$ cat config.mk
export PLATFORM = sky130hd
export DESIGN_NAME = forwarding_hazard_unit
export DESIGN_NICKNAME = d
export VERILOG_FILES = /design/src/rtl/forwarding_hazard_unit.sv
export SDC_FILE = /design/constraint.sdc
export NUM_CORES = 1
export LEC_CHECK = 0
export ABC_AREA = 1
export BUFFER_PORTS_ARGS = -buffer_cell sky130_fd_sc_hd__buf_2
export CORE_ASPECT_RATIO = 1.75
export CORE_MARGIN = 2
export CORE_UTILIZATION = 49
export DETAILED_ROUTE_END_ITERATION = 6
export GPL_TIMING_DRIVEN = 1
export PLACE_DENSITY = 0.89
export SLEW_MARGIN = 15
export SYNTH_ARGS = -nofsm -noshare
export SYNTH_HDL_FRONTEND = slang
export SYNTH_SLANG_ARGS = --single-unit
$ cat constraint.sdc
create_clock -name clock -period 2.9 [get_ports clock]
set_clock_uncertainty 0.05 [all_clocks]
set_input_delay 0.58 -clock clock [delete_from_list [all_inputs] [get_ports clock]]
set_output_delay 0.58 -clock clock [all_outputs]
set_load 0.005 [all_outputs]
$ cat src/rtl/forwarding_hazard_unit.sv
// RAW hazard resolver: combinational per-port forwarding from the youngest matching producer; stalls Decode while that producer is not ready.
// Zero-cycle forward/stall path; the RUN/STALL/ERROR FSM and saturating counters are registered, and a stall timeout releases the pipeline.
module forwarding_hazard_unit #(
  parameter int DATA_WIDTH       = 32,
  parameter int REG_ADDR_WIDTH   = 5,
  parameter int NUM_READ_PORTS   = 2,
  parameter int NUM_FWD_STAGES   = 2,
  parameter int MAX_STALL_CYCLES = 8,
  parameter int COUNTER_WIDTH    = 16
) (
  input  logic                                     clock,
  input  logic                                     reset,
  input  logic                                     flush,
  input  logic [NUM_READ_PORTS*REG_ADDR_WIDTH-1:0] readAddress_Decode,
  input  logic [NUM_READ_PORTS-1:0]                readUsed_Decode,
  input  logic [NUM_FWD_STAGES-1:0]                writeEnable_Stage,
  input  logic [NUM_FWD_STAGES*REG_ADDR_WIDTH-1:0] writeAddress_Stage,
  input  logic [NUM_FWD_STAGES*DATA_WIDTH-1:0]     writeData_Stage,
  input  logic [NUM_FWD_STAGES-1:0]                dataReady_Stage,
  output logic [NUM_READ_PORTS*DATA_WIDTH-1:0]     forwardData,
  output logic [NUM_READ_PORTS-1:0]                forwardValid,
  output logic                                     stallDecode,
  output logic                                     bubbleExecute,
  output logic [COUNTER_WIDTH-1:0]                 stallCount,
  output logic [COUNTER_WIDTH-1:0]                 forwardCount,
  output logic                                     hazardError
);

  localparam int SRW = $clog2(MAX_STALL_CYCLES + 1);
  localparam logic [SRW-1:0] MAX_RUN = SRW'(MAX_STALL_CYCLES);

  typedef enum logic [1:0] {ST_RUN, ST_STALL, ST_ERROR} state_e;

  state_e                    state_q;
  logic [SRW-1:0]            stall_run_q;
  logic [COUNTER_WIDTH-1:0]  stall_cnt_q, stall_cnt_d;
  logic [COUNTER_WIDTH-1:0]  fwd_cnt_q, fwd_cnt_d;
  logic [NUM_READ_PORTS-1:0] blocked;
  logic                      hazard;

  // Scan oldest to youngest so the youngest matching stage overrides older ones.
  always_comb begin
    forwardValid = '0;
    forwardData  = '0;
    blocked      = '0;
    for (int p = 0; p < NUM_READ_PORTS; p++) begin
      for (int s = NUM_FWD_STAGES - 1; s >= 0; s--) begin
        if (readUsed_Decode[p] && writeEnable_Stage[s] &&
            (writeAddress_Stage[s*REG_ADDR_WIDTH +: REG_ADDR_WIDTH] != '0) &&
            (writeAddress_Stage[s*REG_ADDR_WIDTH +: REG_ADDR_WIDTH] ==
             readAddress_Decode[p*REG_ADDR_WIDTH +: REG_ADDR_WIDTH])) begin
          forwardValid[p] = dataReady_Stage[s];
          forwardData[p*DATA_WIDTH +: DATA_WIDTH] =
            dataReady_Stage[s] ? writeData_Stage[s*DATA_WIDTH +: DATA_WIDTH] : '0;
          blocked[p] = ~dataReady_Stage[s];
        end
      end
    end
  end

  assign hazard        = |blocked;
  assign stallDecode   = hazard & ~flush & (state_q != ST_ERROR);
  assign bubbleExecute = stallDecode;
  assign hazardError   = (state_q == ST_ERROR);

  always_ff @(posedge clock) begin
    if (reset) begin
      state_q     <= ST_RUN;
      stall_run_q <= '0;
    end else begin
      case (state_q)
        ST_RUN: begin
          if (stallDecode) begin
            state_q     <= ST_STALL;
            stall_run_q <= SRW'(1);
          end
        end
        ST_STALL: begin
          if (flush || !hazard) begin
            state_q     <= ST_RUN;
            stall_run_q <= '0;
          end else if (stall_run_q == MAX_RUN) begin
            state_q <= ST_ERROR;
          end else begin
            stall_run_q <= stall_run_q + SRW'(1);
          end
        end
        ST_ERROR: state_q <= ST_ERROR;
        default: begin
          state_q     <= ST_RUN;
          stall_run_q <= '0;
        end
      endcase
    end
  end

  // Counters hold at all-ones instead of wrapping.
  always_comb begin
    stall_cnt_d = stall_cnt_q;
    fwd_cnt_d   = fwd_cnt_q;
    if (stallDecode && !(&stall_cnt_q)) stall_cnt_d = stall_cnt_q + COUNTER_WIDTH'(1);
    if ((|forwardValid) && !(&fwd_cnt_q)) fwd_cnt_d = fwd_cnt_q + COUNTER_WIDTH'(1);
  end

  always_ff @(posedge clock) begin
    if (reset) begin
      stall_cnt_q <= '0;
      fwd_cnt_q   <= '0;
    end else begin
      stall_cnt_q <= stall_cnt_d;
      fwd_cnt_q   <= fwd_cnt_d;
    end
  end

  assign stallCount   = stall_cnt_q;
  assign forwardCount = fwd_cnt_q;

endmodule
==> out/metrics.cfg <==
[outcome]
status = finished clean

[cts]
cts.sinks = 38
htreeDepth = 2
numCtsBuffers = 5
clk_path_buf_depth = 2
clkLatencyLatePin_ns = 0.28
hold_buffers = 0
cts_tree = built
postCtsSetupRepairBufs = 0
clock_tree.root_cell = clkbuf_16
cts.reportedPaths.clkPinSlew_ns = 0.06

[yosys]
ys_seq_elements = 38
seq_area_frac_synth_pct = 21.6
synth_area_sq_um = 3530
synth_nets = 684
synth_cell_types = 36
syn_inst = 587
synth_area_per_cell_sq_um = 6.01
yosysWarnings = 0
synth_top_cells_by_area = dfxtp_1 22%, nand2_1 16%, o22ai_1 11%
yosysTopAreaCell = dfxtp_1
netlist.area_leader.share_pct = 21.6

[timing]
hold_viol_final = 0
fin_crit_sh_pct = 94.6
rsz0062_at_grt = no
max_freq_ghz = 0.364
setup_tns_ns = 0
slew_headroom_pct = 54.1
drv_slew = 0
finalSetupViolCount = 0
fin_crit_ns = 2.74
worst_slew_pin_slew_ns = 0.688

[power_and_ir_drop]
ir_drop_uv = 390
powerDensity_nw_per_um2 = 270
p_leak_nw = 2.50

[drt]
drt_wl_total_mm = 12.3
first_pass_iters = 5
ant_nets = 0
vias = 4699
vias_per_cell = 5.48
wl_per_cell_um = 14.3
drcViolationCount = 0
dr.first_iter.drc_count = 397

[grt]
grt_overflow = 0
antenna_found_initial = 2
grt_usage_pct = 29.6
grt_max_degree = 34
grt_pass1_wl_mm = 18.5
first_global_vias = 4360

[die]
die_height_um = 116
placementRows = 41
io_pins = 194
die_w_um = 68.1
core_sq_um = 7080
start_util_pct = 49.8
die_area_sq_um = 7920

[worst_hold_path]
hold_start = forwardCount[9]$_SDFFE_PP0P_
hold_depth = 2
hp-class = reg2reg
holdPathEnd = forwardCount[9]$_SDFFE_PP0P_

[worst_setup_path]
max_stage_delay_ns = 0.27
rr_endpoint = forwardCount[5]$_SDFFE_PP0P_
cp-end-kind = primary output
path_cells = buf_2 > inv_1 > nand3_1 > nor2_1 > nor2_1 > nand2_2 > nand3_1 > buf_4 > o22ai_1 > buf_2
r2r.worst_path.cells = 9
crit_family = simple AND/OR/NAND/NOR gates
critical_path.slowest_cell = buf_4
worstPathRequired_ns = 2.27
cp-start-kind = input port
path_class = in2out
path_buf_inv = 4
r2r_setup_slack_ns = 0.84
reg2reg_from = forwardCount[0]$_SDFFE_PP0P_
worstPathArrival_ns = 2.11
cp_max_fo = 30

[place]
hpwlAfterDp_mm = 9.73
io_buffers = 193
post_dp_cell_area_sq_um = 4550
finalWeightedCongestion = 0.919

[cells_and_area]
layout_common_cells = 193 x buf_2, 153 x nand2_1, 87 x inv_1, 64 x o22ai_1, 42 x nor2_1
final_common_cell = buf_2
drive_above_1_share_pct = 32.4
nets = 868
areaGrowthSynthToFinish_pct = 33.0
design_area_sq_um = 4690

[job]
drv_cap = 0

[power by group]
| part | total [mW] | internal (mW) | switching, mW |
|---|---|---|---|
| sequential | 0.528 | 0.525 | 0.00278 |
| combinational | 0.226 | 0.0910 | 0.135 |
| clock | 0.515 | 0.310 | 0.205 |
[cell type report]
class	instances	area (sq um)
antenna	1	2.50
clock buffer	5	125
clock inverter	2	10.0
fill	627	2390
inverter	94	354
multi-input combinational	430	2290
sequential	38	761
tap	86	108
timing repair buffer	202	1040
[tightest hold or removal path, cell delays in order, from the launching register on]
cell,delay [ns]
dfxtp_1,0.33
nand2_1,0.07
a21oi_1,0.05
[timing repair]
| item | in CTS | in global routing |
|---|---|---|
| endpoints found under the hold margin | 0 | 0 |
| setup endpoints to repair | 0 | 8 |
| resized for setup | 0 | 1 |
[cell families after synthesis]
group,after synthesis,synth area share (%)
DFF,38,21.6
xor gates and xnor gates,29,7.20
and+or+nand+nor,283,36.5
AOI/OAI and AO/OA,114,19.9
buffers and inverters,119,13.4
adders and majority gates,4,1.42
[cell usage after synthesis, drive strengths merged]
master and n:
o21ai 4, a21oi 41, nand4 8, xor2 22, clkbuf 20, or2 1
ha 4, nor3 13, nor4 4, clkinv 1, dfxtp 38, inv 93
xnor2 7, o22ai 64, nor2 44, buf 5, and3 1, a2111oi 1
o21bai 1, nand2 170, nand3 42, o211ai 3
[worst max-delay path by stage]
stage,from,to,cells after the start
after floorplan,writeAddress_Stage[3],forwardData[33],10
after global placement,readAddress_Decode[4],forwardData[10],10
after detailed placement,writeAddress_Stage[8],forwardData[57],11
after CTS,writeAddress_Stage[8],forwardData[57],11
after global routing,writeAddress_Stage[9],forwardData[57],12
final,writeAddress_Stage[3],forwardData[5],10
[flip-flops by register name, summed over array words and instances (netlist names)]
register      count
stall_run_q       4
forwardCount     16
state_q           2
stallCount       16
[per-stage QoR]
stage	instances	util, %	hold slack (ns)	total power [mW]	setup WS, ns
2_1_floorplan	587	-	0.423	0.657	0.596
3_3_place_gp	850	64.3	0.432	0.754	0.247
3_5_place_dp	850	64.3	0.438	0.760	0.187
4_1_cts	857	66.2	0.450	1.27	0.181
5_1_grt	857	66.2	0.468	1.32	0.0271
6_report	858	66.3	0.449	1.27	0.156
[metal layers]
metal	vias up	track usage (%)	share of wire, %
li1	2297	-	-
met1	2101	29.4	36
met2	259	54.3	52
met3	40	6.74	8.0
met4	2	16.5	3.4
met5	-	0	0.11
No activity file was read; power rests on OpenSTA's default activity.
